`src/rtl/cordic_share_arbiter.sv`:
```
// -----------------------------------------------------------------------------
// cordic_share_arbiter
//
// Shares one pipelined CORDIC (Q2.6 angle in, Q1.7 sine/cosine out, fixed
// latency, no handshake) among N_REQ requesters. A round-robin arbiter issues
// at most one angle per cycle. Each requester has a cap on its in-flight
// requests. A {valid, id} tag travels alongside the CORDIC pipe so that every
// result is returned with the ID of the requester that issued it.
//
// Ports
//   clk         rising-edge clock
//   rst         asynchronous, active-low reset
//   req_valid   per-requester request strobe
//   req_angle   per-requester Q2.6 angle, requester i in bits [8i+7:8i]
//   req_ready   one-hot (or zero) grant; transfer = req_valid[i] & req_ready[i]
//   cor_angle   registered angle driven into the CORDIC instance
//   cor_sine    CORDIC sine output (Q1.7)
//   cor_cosine  CORDIC cosine output (Q1.7)
//   rsp_valid   single-cycle result strobe, no backpressure
//   rsp_id      requester that owns the current result
//   rsp_sine    registered sine, held between results
//   rsp_cosine  registered cosine, held between results
//   busy        at least one request is in flight anywhere in the path
// -----------------------------------------------------------------------------
module cordic_share_arbiter #(
    parameter int N_REQ   = 4,
    parameter int LAT     = 8,
    parameter int MAX_OUT = 2,
    parameter int ID_W    = 2
) (
    input  logic                 clk,
    input  logic                 rst,
    input  logic [N_REQ-1:0]     req_valid,
    input  logic [8*N_REQ-1:0]   req_angle,
    output logic [N_REQ-1:0]     req_ready,
    output logic [7:0]           cor_angle,
    input  logic [7:0]           cor_sine,
    input  logic [7:0]           cor_cosine,
    output logic                 rsp_valid,
    output logic [ID_W-1:0]      rsp_id,
    output logic [7:0]           rsp_sine,
    output logic [7:0]           rsp_cosine,
    output logic                 busy
);

    localparam int              CNT_W   = $clog2(MAX_OUT + 1);
    localparam logic [CNT_W-1:0] MAX_CNT = CNT_W'(MAX_OUT);
    // Pointer value meaning "requester N_REQ-1 was served last", which makes
    // requester 0 the first candidate of the search.
    localparam logic [ID_W-1:0] PTR_RST = ID_W'(N_REQ - 1);

    // Round-robin pointer and per-requester in-flight counters
    logic [ID_W-1:0]             last_grant_q, last_grant_d;
    logic [N_REQ-1:0][CNT_W-1:0] out_cnt_q, out_cnt_d;

    // Issue stage: the angle register plus its tag, which together form the
    // first stage of the path toward the CORDIC. The tag line proper starts
    // one stage later so it lines up with the instance's internal pipeline.
    logic                        issue_vld_q, issue_vld_d;
    logic [ID_W-1:0]             issue_id_q, issue_id_d;
    logic [7:0]                  cor_angle_q, cor_angle_d;

    // Tag delay line, index 0 is the youngest entry
    logic [LAT-1:0]              tag_vld_q, tag_vld_d;
    logic [LAT-1:0][ID_W-1:0]    tag_id_q, tag_id_d;

    // Response registers
    logic                        rsp_valid_q, rsp_valid_d;
    logic [ID_W-1:0]             rsp_id_q, rsp_id_d;
    logic [7:0]                  rsp_sine_q, rsp_sine_d;
    logic [7:0]                  rsp_cosine_q, rsp_cosine_d;

    // Arbitration intermediates
    logic [N_REQ-1:0]            eligible_s;
    logic [N_REQ-1:0]            grant_s;
    logic                        grant_vld_s;
    logic [ID_W-1:0]             grant_id_s;
    logic [7:0]                  grant_angle_s;
    logic                        xfer_s;
    logic                        hi_found_s, lo_found_s;
    logic [ID_W-1:0]             hi_id_s, lo_id_s;
    logic [N_REQ-1:0]            inc_s, dec_s;

    // Eligibility: valid and below the in-flight cap
    always_comb begin
        eligible_s = '0;
        for (int i = 0; i < N_REQ; i++) begin
            eligible_s[i] = req_valid[i] & (out_cnt_q[i] < MAX_CNT);
        end
    end

    // Round-robin pick: lowest eligible index above the pointer, otherwise
    // lowest eligible index overall (the wrap-around case).
    always_comb begin
        hi_found_s = 1'b0;
        lo_found_s = 1'b0;
        hi_id_s    = '0;
        lo_id_s    = '0;
        for (int i = 0; i < N_REQ; i++) begin
            hi_id_s    = (eligible_s[i] & ~hi_found_s & (ID_W'(i) > last_grant_q)) ? ID_W'(i) : hi_id_s;
            hi_found_s = hi_found_s | (eligible_s[i] & (ID_W'(i) > last_grant_q));
            lo_id_s    = (eligible_s[i] & ~lo_found_s) ? ID_W'(i) : lo_id_s;
            lo_found_s = lo_found_s | eligible_s[i];
        end
        grant_vld_s = hi_found_s | lo_found_s;
        grant_id_s  = hi_found_s ? hi_id_s : lo_id_s;
    end

    // One-hot grant vector and the angle of the granted requester
    always_comb begin
        grant_s       = '0;
        grant_angle_s = 8'h00;
        for (int i = 0; i < N_REQ; i++) begin
            grant_s[i]    = grant_vld_s & (grant_id_s == ID_W'(i));
            grant_angle_s = grant_s[i] ? req_angle[8*i +: 8] : grant_angle_s;
        end
    end

    // Grants are suppressed while reset is asserted, so nothing transfers
    assign xfer_s    = grant_vld_s & rst;
    assign req_ready = grant_s & {N_REQ{rst}};

    // Next state of the pointer, issue stage, tag line and response registers
    always_comb begin
        last_grant_d = xfer_s ? grant_id_s : last_grant_q;
        issue_vld_d  = xfer_s;
        issue_id_d   = xfer_s ? grant_id_s : {ID_W{1'b0}};
        cor_angle_d  = xfer_s ? grant_angle_s : 8'h00;
        tag_vld_d    = {tag_vld_q[LAT-2:0], issue_vld_q};
        tag_id_d     = {tag_id_q[LAT-2:0], issue_id_q};
        rsp_valid_d  = tag_vld_q[LAT-1];
        rsp_id_d     = tag_id_q[LAT-1];
        rsp_sine_d   = tag_vld_q[LAT-1] ? cor_sine   : rsp_sine_q;
        rsp_cosine_d = tag_vld_q[LAT-1] ? cor_cosine : rsp_cosine_q;
    end

    // In-flight counters: up on a transfer, down once the response cycle ends;
    // both at once cancel. Saturation guards keep the count within 0..MAX_OUT.
    always_comb begin
        inc_s     = '0;
        dec_s     = '0;
        out_cnt_d = out_cnt_q;
        for (int i = 0; i < N_REQ; i++) begin
            inc_s[i] = xfer_s & (grant_id_s == ID_W'(i));
            dec_s[i] = rsp_valid_q & (rsp_id_q == ID_W'(i));
            case ({inc_s[i], dec_s[i]})
                2'b10:   out_cnt_d[i] = (out_cnt_q[i] < MAX_CNT) ? (out_cnt_q[i] + CNT_W'(1)) : out_cnt_q[i];
                2'b01:   out_cnt_d[i] = (out_cnt_q[i] != CNT_W'(0)) ? (out_cnt_q[i] - CNT_W'(1)) : out_cnt_q[i];
                default: out_cnt_d[i] = out_cnt_q[i];
            endcase
        end
    end

    // State registers; reset discards everything in flight
    always_ff @(posedge clk or negedge rst) begin
        if (!rst) begin
            last_grant_q <= PTR_RST;
            out_cnt_q    <= '0;
            issue_vld_q  <= 1'b0;
            issue_id_q   <= '0;
            cor_angle_q  <= 8'h00;
            tag_vld_q    <= '0;
            tag_id_q     <= '0;
            rsp_valid_q  <= 1'b0;
            rsp_id_q     <= '0;
            rsp_sine_q   <= 8'h00;
            rsp_cosine_q <= 8'h00;
        end else begin
            last_grant_q <= last_grant_d;
            out_cnt_q    <= out_cnt_d;
            issue_vld_q  <= issue_vld_d;
            issue_id_q   <= issue_id_d;
            cor_angle_q  <= cor_angle_d;
            tag_vld_q    <= tag_vld_d;
            tag_id_q     <= tag_id_d;
            rsp_valid_q  <= rsp_valid_d;
            rsp_id_q     <= rsp_id_d;
            rsp_sine_q   <= rsp_sine_d;
            rsp_cosine_q <= rsp_cosine_d;
        end
    end

    assign cor_angle  = cor_angle_q;
    assign rsp_valid  = rsp_valid_q;
    assign rsp_id     = rsp_id_q;
    assign rsp_sine   = rsp_sine_q;
    assign rsp_cosine = rsp_cosine_q;
    // Counters cover the issue stage, tag line and response register
    assign busy       = |out_cnt_q;

endmodule

```
`config.mk`:
```
export PLATFORM = sky130hd
export DESIGN_NAME = cordic_share_arbiter
export DESIGN_NICKNAME = d
export VERILOG_FILES = /design/src/rtl/cordic_share_arbiter.sv
export SDC_FILE = /design/constraint.sdc
export NUM_CORES = 1
export LEC_CHECK = 0
export ABC_AREA = 1
export CAP_MARGIN = 0
export CORE_MARGIN = 10
export CORE_UTILIZATION = 51
export DETAILED_ROUTE_END_ITERATION = 12
export PLACE_DENSITY = 0.85
export SYNTH_ARGS = -nofsm -noshare
export SYNTH_HDL_FRONTEND = slang
export SYNTH_SLANG_ARGS = --single-unit
```
`constraint.sdc`:
```
create_clock -name clk -period 7.3 [get_ports clk]
set_clock_uncertainty 0.05 [all_clocks]
set_input_delay 1.46 -clock clk [delete_from_list [all_inputs] [get_ports clk]]
set_output_delay 1.46 -clock clk [all_outputs]
set_load 0.01 [all_outputs]
```
==> results of run 1 <==
==> worst min-delay path by stage <==
| stage | slack, ns | end | from |
|---|---|---|---|
| after floorplan | 0.28 | rsp_id[0] | rsp_id_d[0] |
| after global placement | 0.28 | tag_id_d[10] | tag_id_d[8] |
| after detailed placement | 0.29 | tag_id_d[10] | tag_id_d[8] |
| after CTS | 0.30 | tag_id_d[10] | tag_id_d[8] |
| after global routing | 0.30 | tag_id_d[10] | tag_id_d[8] |
| final | 0.29 | tag_id_d[10] | tag_id_d[8] |
==> worst max-delay path, cell delays in order <==
cell             delay, ns
clkdlybuf4s50_1       0.48
nand2_1               0.10
nand2_1               0.08
nor2_1                0.08
nor2_1                0.58
nand3_1               0.23
inv_1                 0.10
clkdlybuf4s50_1       0.55
==> power by group through the flow <==
stage,Clock (mW),Combinational (mW),Sequential [mW]
2_1_floorplan,0,0.00541,0.363
3_3_place_gp,0,0.0415,0.363
3_5_place_dp,0,0.0423,0.363
4_1_cts,0.270,0.0424,0.356
5_1_grt,0.288,0.0462,0.356
6_report,0.262,0.0414,0.356
==> cell families (layout without fill, tap and decap cells) <==
| kind of cell | Yosys count | after routing | synth area share [%] |
|---|---|---|---|
| AOI/OAI and AO/OA | 15 | 15 | 4.254 |
| xor gates and xnor gates | 12 | 12 | 3.610 |
| DFF | 64 | 64 | 55.09 |
| adders and majority gates | 8 | 8 | 3.438 |
| and+or+nand+nor | 106 | 106 | 18.01 |
| buffers and inverters | 64 | 159 | 9.411 |
| muxes | 16 | 16 | 6.188 |
==> synthesized netlist by cell type <==
master | instances | area, sq um
nor3_1 | 4 | 20.02
ha_1 | 8 | 100.1
nand2_4 | 1 | 11.26
a221oi_1 | 4 | 35.03
mux2_2 | 16 | 180.2
nand2_2 | 8 | 50.05
clkbuf_1 | 1 | 3.750
nand3_2 | 1 | 10.01
nor2_2 | 12 | 75.07
nand3_1 | 18 | 90.09
buf_12 | 1 | 20.02
a21oi_2 | 9 | 78.83
xor2_1 | 12 | 105.1
inv_1 | 54 | 202.7
dfrtp_1 | 62 | 1551
nor2_8 | 1 | 20.02
nand2_1 | 41 | 153.9
nand2_8 | 1 | 20.02
nor2_1 | 18 | 67.56
inv_2 | 4 | 15.01
nand4_1 | 1 | 6.260
dfstp_2 | 2 | 52.55
o21ai_0 | 2 | 10.01
buf_2 | 2 | 10.01
buf_6 | 2 | 22.52
==> stage by stage <==
stage / cell area [sq um] / util, % / instances / total power, mW
2_1_floorplan: 2912 / - / 285 / 0.3680
3_5_place_dp: 3799 / 68.98 / 437 / 0.4049
4_1_cts: 3971 / 72.12 / 452 / 0.6684
5_1_grt: 3971 / 72.12 / 452 / 0.6901
3_3_place_gp: 3799 / 68.98 / 437 / 0.4040
6_report: 3971 / 72.12 / 452 / 0.6598
==> final cells by class <==
| class | count | area [sq um] | share of cell area [%] |
|---|---|---|---|
| flip-flops and latches | 64 | 1604 | 40.39 |
| multi-input cells | 157 | 1033 | 26.02 |
| repair buffers | 86 | 853.3 | 21.49 |
| inverters | 58 | 217.7 | 5.482 |
| clock buffers | 12 | 155.1 | 3.907 |
| well taps | 72 | 90.09 | 2.268 |
| clock inverters | 3 | 17.52 | 0.4411 |
==> per-layer routing <==
layer	share of wire, %	vias to the layer above	GRT usage, %
li1	-	1051	-
met1	42	1005	16.74
met2	44	75	21.84
met3	11	17	7.620
met4	2.2	0	7.002
met5	0	-	0
==> registers in the layout (all words and copies together), names as in the netlist, 2 cells and up <==
| register | cells |
|---|---|
| rsp_sine | 8 |
| tag_vld_q | 8 |
| issue_id_q | 2 |
| tag_id_d | 14 |
| out_cnt_q | 8 |
| rsp_id_d | 2 |
| rsp_id | 2 |
| cor_angle | 8 |
| rsp_cosine | 8 |
| last_grant_q | 2 |
==> metrics, run 1 <==
status finished, final reports clean; final hold vios 0; grt ovf 0; commonest cells after routing, fill and taps aside clkdlybuf4s50_1, dfrtp_1, inv_1; I/O Pins 86; Comb pwr share roughly 6.3%; crit path launch type input pin; Critical Path End Type output pin; wire length per cell 13.98 um; share of the yosys chip area belonging to registers a little under three fifths; Req. time, crit path ~5.8 ns; initial core utilization 52.87%; slew margin rel. approximately 48%; crit path DAT around 3.7 ns; H-tree depth 3; standard-cell rows 27; GRT Overall Usage approximately 15%; RSZ-0062 raised after global routing false; synth unique cells 25; CTS tree yes; Final min period just over 5 ns; switching share of power 21.03%; PnR worst setup slack around 2.1 ns; Hold Crit Class reg2reg; average size of a mapped cell around 10 sq um; first-pass GRT wire length 10190 um; Final period util just over 70%; Hold Slack between 0.2 and 0.3 ns; Sequential Power Share roughly 54%; final net count 438; Gate Count Post-Synth around 290; NetSw between 0.1 and 0.15 mW; fin. max-slew vios 0; crit path capture req_ready[0]; post-synthesis cell area around 2900 sq um; Fmax achieved between 150 and 200 MHz; post-synthesis net count 347; Die Y 95.56 um; vias between 2000 and 2500; total setup violations reported at the end of the flow 0; Num Clock Sinks 64; r2r worst-path depth 12; vias per cell approximately 4.8; Die ar. just over 9000 sq um; cts bufs inserted 9; vias in the first global route between 2000 and 2500; share of layout cells above drive strength 1 18.68%; Power per Cell Area around 170 nW/um^2; #FFs+latches synth 64; worst r2r src out_cnt_q[1]; pin slew with the least headroom to its limit 0.7788 ns; Root Buffer clkbuf_8; Clock Power Share 39.7%; Worst-Skew Late Latency ~0.34 ns; largest net degree at the start of global routing slightly below 70; Worst setup startpoint req_valid[0]; Fill cells about 400; Max IR drop VDD roughly 0.10 mV; pre-CTS WS approximately 2.1 ns; Fin Setup TNS 0 ns; CP Class in2out; P_int around 0.52 mW; worst hold stages 0; Synthesis Warnings 0; die width 95.56 um; DPL Wire Length around 4900 um; MaxCap Viol Count 0; Bufs on Longest Clock Path 2; Hold Buf Count CTS 0; initial antenna violation count 0; Worst R2R Setup Slack 4.57 ns; drt drc 0; WL final 6317 um; Final Wtd Congestion ~0.8; DR iter-0 viols 100; setup bufs post-CTS 0; CORE AREA ~5500 sq um; Worst-path clk slew 0.07 ns; diode count 0; crit-path max FO 11; DRT Pass-1 Iters 4; antenna-violating nets left 0; Layout area overhead 36.40%; most common cell after layout, fill and taps aside clkdlybuf4s50_1; worst flop-to-flop path endpoint out_cnt_q[5]; IO buf count 85; CTS resizes 0; Lkg Pwr between 2 and 2.5 nW
No activity file was read; power rests on OpenSTA's default activity.
==> inputs of run 2 (changes only) <==
CORE_UTILIZATION = 43   (was 51)
PLACE_DENSITY = 0.77   (was 0.85)
clock period = 4.3 ns   (was 7.3 ns; I/O delays follow)
==> run 2 against run 1 <==
  * Sequential cell count stayed put
  * Combinational power is 72% higher
  * Non-clock buffer count is 3 higher
  * Worst hold slack hardly changed
  * Via count is 0.70% higher
  * Cell area is 1.8% higher
  * Clock power is 110% higher
  * Global-route usage is 1.3 points lower
  * First-iteration DRC count is 34% lower
  * Utilization is 9.5 points lower
  * Die area is 15% higher
  * Critical path type unchanged
==> metrics, run 2 (synthesized netlist as in run 1, its figures left out) <==
Hold Buf Count CTS 0 (unchanged); CTS tree yes; NetSw 0.2382 mW (+72%); vias per cell 4.692 (-1.3%); Worst-Skew Late Latency 0.33 ns (about the same); commonest cells after routing, fill and taps aside clkdlybuf4s50_1, dfrtp_1, inv_1; Critical-path top delay cell clkdlybuf4s50_1; Critical Path Stages 11 (+3); vias 2163 (+0.70%); most common cell after layout, fill and taps aside clkdlybuf4s50_1; crit path DAT 2.86 ns (-0.80 ns); WL final 6686 um (+5.8%); DPL Wire Length 5155 um (+5.7%); Max IR drop VDD 0.1613 mV (+61%); Worst R2R Setup Slack 1.76 ns (-2.81 ns); Die Y 102.3 um (+7.0%); Req. time, crit path 3.39 ns (-2.40 ns); crit path capture req_ready[1]; Layout area overhead 38.81%; Comb pwr share 5.8% (-0.5 points); Hold Crit Class reg2reg; CP Class in2out; die width 102.3 um (+7.0%); pin slew with the least headroom to its limit 0.6625 ns (-0.1163 ns); MaxCap Viol Count 0 (unchanged); Num Clock Sinks 64 (unchanged); DRT Pass-1 Iters 6 (+2); CTS resizes 0 (unchanged); largest net degree at the start of global routing 50 (-26%); total setup violations reported at the end of the flow 0 (unchanged); P_int 0.9921 mW (+90%); Lkg Pwr 2.096 nW (+1.7%); Critical Path End Type output pin; PnR worst setup slack 0.5254 ns (-1.601 ns); Worst-path clk slew 0.06 ns (about the same); RSZ-0062 raised after global routing false; Bufs on Longest Clock Path 2 (unchanged); crit path launch type input pin; final net count 441 (+0.68%); share of layout cells above drive strength 1 19.01% (+0.33 points); crit-path leading delay family buffers and inverters; Fin Setup TNS 0 ns (unchanged); Worst path max stage delay 0.54 ns (-0.04 ns); first-pass GRT wire length 10890 um (+6.8%); Worst setup startpoint req_valid[2]; Sequential Power Share 49.1% (-4.9 points); cts bufs inserted 9 (unchanged); grt ovf 0 (unchanged); Final period util 87.78%; IO buf count 85 (unchanged); Fmax achieved 264.9 MHz; Power per Cell Area 304.4 nW/um^2 (+83%); diode count 0 (unchanged); fin. max-slew vios 0 (unchanged); Die ar. 10460 sq um (+15%); worst r2r src last_grant_q[1]; DR iter-0 viols 66 (-34%); slew margin rel. 55.83% (+7.8 points); initial antenna violation count 0 (unchanged); vias in the first global route 2248 (+1.6%); Final min period roughly 3.8 ns; Fill cells 535 (+33%); crit-path max FO 11 (unchanged); final hold vios 0 (unchanged); Clock Power Share 45.1% (+5.4 points); drt drc 0 (unchanged); standard-cell rows 29 (+7.4%); I/O Pins 86 (unchanged); Final Wtd Congestion 0.7883 (-1.6%); max reg flops 14 (unchanged); switching share of power 19.36% (-1.7 points); antenna-violating nets left 0 (unchanged); worst flop-to-flop path endpoint out_cnt_q[3]; status finished, final reports clean; Root Buffer clkbuf_8; CP cell instances clkdlybuf4s50_1, nand2_2, nor2_2, nor2_1, nand2_1, nand2_2, inv_1, nor2_1, nand2_1, inv_1, clkdlybuf4s50_1; Bufs and invs on worst path 4 (+1); wire length per cell 14.50 um (+3.8%); r2r worst-path depth 13 (+1); H-tree depth 3 (unchanged); setup bufs post-CTS 0 (unchanged); CORE AREA 6459 sq um (+17%); pre-CTS WS 0.4927 ns (-1.635 ns); initial core utilization 45.08% (-7.8 points); GRT Overall Usage 13.27% (-1.3 points)
run 2: cell count changes in the layout (fill, tap and decap cells not counted), sizes merged:
cell / change
bufinv: +2
clkbuf: +1
clkinvlp: -1
clkinv: -1
buf: +3
run 2: worst min path at each step:
stage                  from           end  slack, ns  cells past startpoint
4_1_cts         tag_id_d[5]   tag_id_d[7]       0.29                      0
3_3_place_gp   tag_id_d[12]  tag_id_d[14]       0.28                      0
2_1_floorplan   rsp_id_d[0]     rsp_id[0]       0.28                      0
3_5_place_dp   tag_id_d[11]  tag_id_d[13]       0.28                      0
5_1_grt         tag_id_d[5]   tag_id_d[7]       0.29                      0
6_report        tag_id_d[5]   tag_id_d[7]       0.29                      0
run 2: worst register-to-register path, stage by stage (launching register included):
cell and delay [ns]:
dfstp_2 0.56, nand2_1 0.07, inv_1 0.05, nor2_1 0.03, nor2_1 0.10, nand2_1 0.11, nand2_2 0.28, inv_1 0.11
nor2_1 0.10, nand2_1 0.09, ha_1 0.23, a221oi_1 0.37, nand2_1 0.11, xor2_1 0.15
run 2: final cells by class:
type | instances | area, sq um | share of cell area, %
well taps | 77 | 96.34 | 2.384
clock buffers | 13 | 148.9 | 3.684
inverters | 58 | 217.7 | 5.387
clock inverters | 3 | 65.06 | 1.610
repair buffers | 89 | 875.8 | 21.67
flip-flops and latches | 64 | 1604 | 39.69
multi-input cells | 157 | 1033 | 25.57
run 2: metrics by stage:
| step | hold slack [ns] | util [%] | cell area (sq um) | total power [mW] | cells |
|---|---|---|---|---|---|
| floorplan | 0.2812 | - | 2912 | 0.6247 | 285 |
| global placement | 0.2813 | 59.26 | 3827 | 0.6875 | 445 |
| detailed placement | 0.2847 | 59.26 | 3827 | 0.6882 | 445 |
| CTS | 0.2943 | 62.57 | 4041 | 1.247 | 461 |
| global route | 0.2889 | 62.57 | 4041 | 1.285 | 461 |
| finish | 0.2925 | 62.57 | 4041 | 1.230 | 461 |
run 2: per-layer routing:
layer | track usage, % | vias up | wire length, um
met1 | 16.39 | 1008 | 2986
met4 | 4.664 | 0 | 87
li1 | - | 1060 | -
met2 | 20.30 | 82 | 2954
met5 | 0 | - | 0
met3 | 5.803 | 13 | 658
run 2: power groups by stage:
| stage | combinational, mW | sequential [mW] | clock (mW) |
|---|---|---|---|
| 5_1_grt | 0.0798 | 0.604 | 0.601 |
| 3_5_place_dp | 0.0726 | 0.616 | 0 |
| 6_report | 0.0713 | 0.604 | 0.555 |
| 2_1_floorplan | 0.00919 | 0.616 | 0 |
| 3_3_place_gp | 0.0720 | 0.615 | 0 |
| 4_1_cts | 0.0729 | 0.604 | 0.570 |
==> RTL change 1: new RTL, settings of run 2 <==
The parameter `LAT` goes from 8 to 16.
--- a/src/rtl/cordic_share_arbiter.sv
+++ b/src/rtl/cordic_share_arbiter.sv
@@ -24,7 +24,7 @@
 // -----------------------------------------------------------------------------
 module cordic_share_arbiter #(
     parameter int N_REQ   = 4,
-    parameter int LAT     = 8,
+    parameter int LAT     = 16,
     parameter int MAX_OUT = 2,
     parameter int ID_W    = 2
 ) (
Behaviour: same outputs for any inputs over 10 cycles, from zero or initial values and one cycle with rst low; that may be too few to reach the edited logic, so the function may still have changed.
==> RTL change 1 against run 2 <==
Routed wire length is 5.4% higher; power is 18% higher; non-clock buffer count stayed put; hold slack better by 0.0025 ns; global-route usage is 0.71 points lower; design area is 11% higher; sequential cell count is 24 higher; area after synthesis is 14% higher; setup slack worse by 0.072 ns; sequential power is 37% higher; critical path type unchanged; largest power group unchanged.
==> RTL change 1: results (changes against run 2) <==
- Most area-consuming cells after synthesis: sky130_fd_sc_hd__dfrtp_1, sky130_fd_sc_hd__mux2_2, sky130_fd_sc_hd__nand2_1 (was sky130_fd_sc_hd__dfrtp_1, sky130_fd_sc_hd__inv_1, sky130_fd_sc_hd__mux2_2).
- The final instance area came to 4480 sq um (was 4040 sq um).
- Post-synth top cells: sky130_fd_sc_hd__dfrtp_1, sky130_fd_sc_hd__nand2_1, sky130_fd_sc_hd__inv_1 (was sky130_fd_sc_hd__dfrtp_1, sky130_fd_sc_hd__inv_1, sky130_fd_sc_hd__nand2_1).
- The count of cells along the worst register-to-register path is 14 (was 13).
- The average routed wire per standard cell is 14.7 um (was 14.5 um).
- The area of placed instances is 4280 sq um (was 3830 sq um).
- The reported clock group power is 561 uW (was 555 uW).
- The total placed cells including tap cells is 464 (was 445).
- The worst supply voltage drop on vdd is 159 uV (was 161 uV).
- The sequential cell count of the final layout is 88 (was 64).
- The global placement routability congestion is 0.826 (was 0.788).
- The slew at the pin closest to its max-slew limit is 0.650 ns (was 0.662 ns).
- The total via count in the routed design is 2284 (was 2163).
- The count of inverters not on the clock network in the layout is 33 (was 58).
- The number of library cell types mapped by synthesis is 25 (unchanged).
- The final worst hold slack was 0.295 ns (was 0.292 ns).
- The die outline area is 11600 sq um (was 10500 sq um).
- The sequential share of the synthesized area is 66.4% (was 55.1%).
- The clock transition time at the flip-flop clock pins of the worst setup and hold paths is 0.09 ns (was 0.06 ns).
- The sequential cell power is 828 uW (was 604 uW).
- The clock-cell share of area is 4.46% (was 5.29%).
- The total of fill cells in the finished design is 590 (was 535).
- The final cell count without fillers came to 480 (was 461).
- Outcome: finished, final reports clean (unchanged).
- The first-iteration detailed-routing DRC count was 117 (was 66).
- The buffer share of cell area is 19.6% (was 21.7%).
- The maximum number of pins on one net before global-route repair came to 55 (was 50).
- The number of combinational gates with multiple inputs was 155 (was 157).
- The overall power after layout came to 1460 uW (was 1230 uW).
- The first-pass iteration count of the detailed router came to 5 (was 6).
- The total half-perimeter wirelength after legalization and detailed placement is 5340 um (was 5150 um).
- The number of nets in the layout is 438 (was 441).
- The final-layout clock buffer total is 10 (was 13).
- The leakage component of the power was 0.00227 uW (was 0.00210 uW).
- The fraction of final layout cells sized beyond drive strength 1 is 15.0% (was 19.0%).
- The post-synth net total is 344 (was 347).
- The number of flip-flops under the largest register name is 30 (was 14).
- The area of the multi-input gates is 951 sq um (was 1030 sq um).
- The largest fanout on the critical path came to 12 (was 11).
- The aggregate global-route resource usage was 12.6% (was 13.3%).
- The number of global-route vias before repair is 2431 (was 2248).
- The first-pass GRT wire length is 11800 um (was 10900 um).
- The final-report hold violation count is 0 (unchanged).
- The data arrival time at the worst-slack endpoint is 2.94 ns (was 2.86 ns).
- The cell-internal power came to 1150 uW (was 992 uW).
- The post-synthesis cell count is 282 (was 285).
- The share of cell area taken by flip-flops and latches is 49.2% (was 39.7%).
- The setup slack on the worst flop-to-flop path is 1.60 ns (was 1.76 ns).
RTL change 1: cell count changes in the layout (fill, tap and decap cells not counted), moves of 7 or more:
| cell | delta |
|---|---|
| sky130_fd_sc_hd__a21oi_1 | +7 |
| sky130_fd_sc_hd__o21ai_1 | +10 |
| sky130_fd_sc_hd__nor2_2 | -9 |
| sky130_fd_sc_hd__a21oi_2 | -9 |
| sky130_fd_sc_hd__inv_1 | -31 |
| sky130_fd_sc_hd__dfrtp_1 | +24 |
RTL change 1: final timing paths:
path	from	to
hold / removal	tag_vld_q[2]$_DFF_PN0_	tag_vld_q[3]$_DFF_PN0_
min in group asynchronous	rst	tag_vld_q[11]$_DFF_PN0_
setup / recovery	req_valid[1]	req_ready[1]
setup reg to reg	out_cnt_q[7]$_DFFE_PN0P_	out_cnt_q[5]$_DFFE_PN0P_
max in group asynchronous	rst	cor_angle[7]$_DFF_PN0_
hold reg to reg	tag_vld_q[2]$_DFF_PN0_	tag_vld_q[3]$_DFF_PN0_
RTL change 1: kinds of logic (layout without fill, tap and decap cells):
group | count (synthesis) | count (layout) | synth area share (%)
AO/OA/AOI/OAI | 30 | 30 | 5.01
XOR/XNOR | 12 | 12 | 3.16
adder cells (fa/ha/maj) | 8 | 8 | 3.01
buffers and inverters | 39 | 138 | 5.01
flip-flops | 88 | 88 | 66.4
multiplexers | 16 | 16 | 5.42
AND/OR/NAND/NOR | 89 | 89 | 12.0
RTL change 1: routing by layer:
layer	vias up	track usage [%]	wire length, um	part of all wire [%]
met1	1068	16.2	3260	46
met5	-	0	0	0
met4	0	5.34	114	1.6
li1	1099	-	-	-
met3	13	5.87	718	10
met2	104	17.7	2950	42
==> RTL change 2: new RTL, flow settings as in run 2 <==
Made on the original files. Reset style: synchronous (`rst`), changed in one clocked block. Comments in the files are not updated.
--- a/src/rtl/cordic_share_arbiter.sv
+++ b/src/rtl/cordic_share_arbiter.sv
@@ -152,7 +152,7 @@
     end
 
     // State registers; reset discards everything in flight
-    always_ff @(posedge clk or negedge rst) begin
+    always_ff @(posedge clk) begin
         if (!rst) begin
             last_grant_q <= PTR_RST;
             out_cnt_q    <= '0;
Behaviour: differs if rst is asserted again (counterexample within 4 cycles, from zero or initial values and one cycle with rst low); with rst held inactive, the same outputs for 10 cycles.
==> RTL change 2 against run 2 <==
Routed wire length increased by 7.1%; setup slack got worse by 0.098 ns; utilization decreased by 3.0 points; design area decreased by 0.96%; critical endpoint is now req_ready[3]; critical path type unchanged; critical path depth decreased by 1; highest routed layer unchanged; global-route usage increased by 0.58 points; via count increased by 19%; sequential cell count unchanged; fmax decreased by 2.5%; sequential share of layout area decreased by 7.7 points; area after synthesis increased by 1.4%.
Power is not compared: it rests on default switching activity, and its combinational part moved more than twofold at a synthesized area within 25%.
==> RTL change 2: results (changes against run 2) <==
- Outcome: finished, final reports clean (unchanged).
- The area of placed instances came to 3830 sq um (about the same).
- The worst hold path depth is 2 (was 0).
- The data arrival time at the worst-slack endpoint is 2.96 ns (was 2.86 ns).
- Most area-consuming cells after synthesis: sky130_fd_sc_hd__dfxtp_1, sky130_fd_sc_hd__inv_1, sky130_fd_sc_hd__nor2_1 (was sky130_fd_sc_hd__dfrtp_1, sky130_fd_sc_hd__inv_1, sky130_fd_sc_hd__mux2_2).
- The first-iteration detailed-routing DRC count is 125 (was 66).
- The number of library cell types mapped by synthesis was 28 (was 25).
- The total half-perimeter wirelength after legalization and detailed placement is 5580 um (was 5150 um).
- The area of the multi-input gates is 1290 sq um (was 1030 sq um).
- The worst slew margin relative to its limit is 66.2% (was 55.8%).
- The final worst hold slack is 0.362 ns (was 0.292 ns).
- The worst setup path endpoint is req_ready[3] (was req_ready[1]).
- The async set or reset register ratio after synthesis is 0% (was 100%).
- The total met3 wirelength after detailed routing is 323 um (was 658 um).
- The stage delay of the slowest cell on the critical path is 0.59 ns (was 0.54 ns).
- The post-synth net total is 450 (was 347).
- The largest fanout on the critical path was 19 (was 11).
- The terminating pin of the worst hold path is rsp_id_d[1]$_SDFF_PN0_ (was tag_id_d[7]$_DFF_PN0_).
- The first-pass GRT wire length is 11400 um (was 10900 um).
- The source of the worst hold timing path is tag_id_d[15]$_SDFF_PN0_ (was tag_id_d[5]$_DFF_PN0_).
- The count of cells along the worst register-to-register path came to 15 (was 13).
- The aggregate routed wire length is 7160 um (was 6690 um).
- The global placement routability congestion was 0.838 (was 0.788).
- The aggregate global-route resource usage was 13.9% (was 13.3%).
- The fmax came to 258 MHz (was 265 MHz).
- The maximum number of pins on one net before global-route repair is 48 (was 50).
- The reg-to-reg critical path startpoint is last_grant_q[0]$_SDFFE_PN1N_ (was last_grant_q[1]$_DFFE_PN1P_).
- The overall power after layout is between 1000 and 1500 uW.
- The met1 routed wirelength after detailed routing is 2940 um (was 2990 um).
- The setup slack after placement was 0.452 ns (was 0.493 ns).
- The total via count in the routed design is 2580 (was 2163).
- The clock root buffer master is sky130_fd_sc_hd__clkbuf_8 (unchanged).
- The number of nets in the layout was 535 (was 441).
- The most frequently used flop master after synthesis is sky130_fd_sc_hd__dfxtp_1 (was sky130_fd_sc_hd__dfrtp_1).
- The number of global-route vias before repair is 2509 (was 2248).
- The sequential share of the synthesized area is 43.4% (was 55.1%).
- The first-pass iteration count of the detailed router was 4 (was 6).
- The detailed-routed wire length on met2 came to 3770 um (was 2950 um).
- The post-synthesis cell count was 388 (was 285).
- The mean number of vias per cell is 4.62 (was 4.69).
- The total of fill cells in the finished design is 593 (was 535).
[RTL change 2: final cells by class]
| cell class | instances | share of cell area [%] |
|---|---|---|
| Clock inverter | 6 | 1.13 |
| Sequential cell | 64 | 32.0 |
| Clock buffer | 10 | 3.19 |
| Tap cell | 80 | 2.50 |
| Timing Repair Buffer | 87 | 21.6 |
| Multi-Input combinational cell | 235 | 32.4 |
| Inverter | 76 | 7.19 |
[RTL change 2: cells by family (layout without fill, tap and decap cells)]
logic type	after synthesis	count (layout)	share of synthesized area, %
AOI/OAI and AO/OA	43	43	7.29
adders and majority gates	8	8	3.39
buffers and inverters	89	179	12.8
DFF	64	64	43.4
and+or+nand+nor	184	184	33.2
[RTL change 2: metal layers]
metal,GRT usage [%],vias to the layer above
met5,0,-
met4,4.17,0
met3,5.23,13
met2,24.3,33
met1,15.2,1169
li1,-,1365
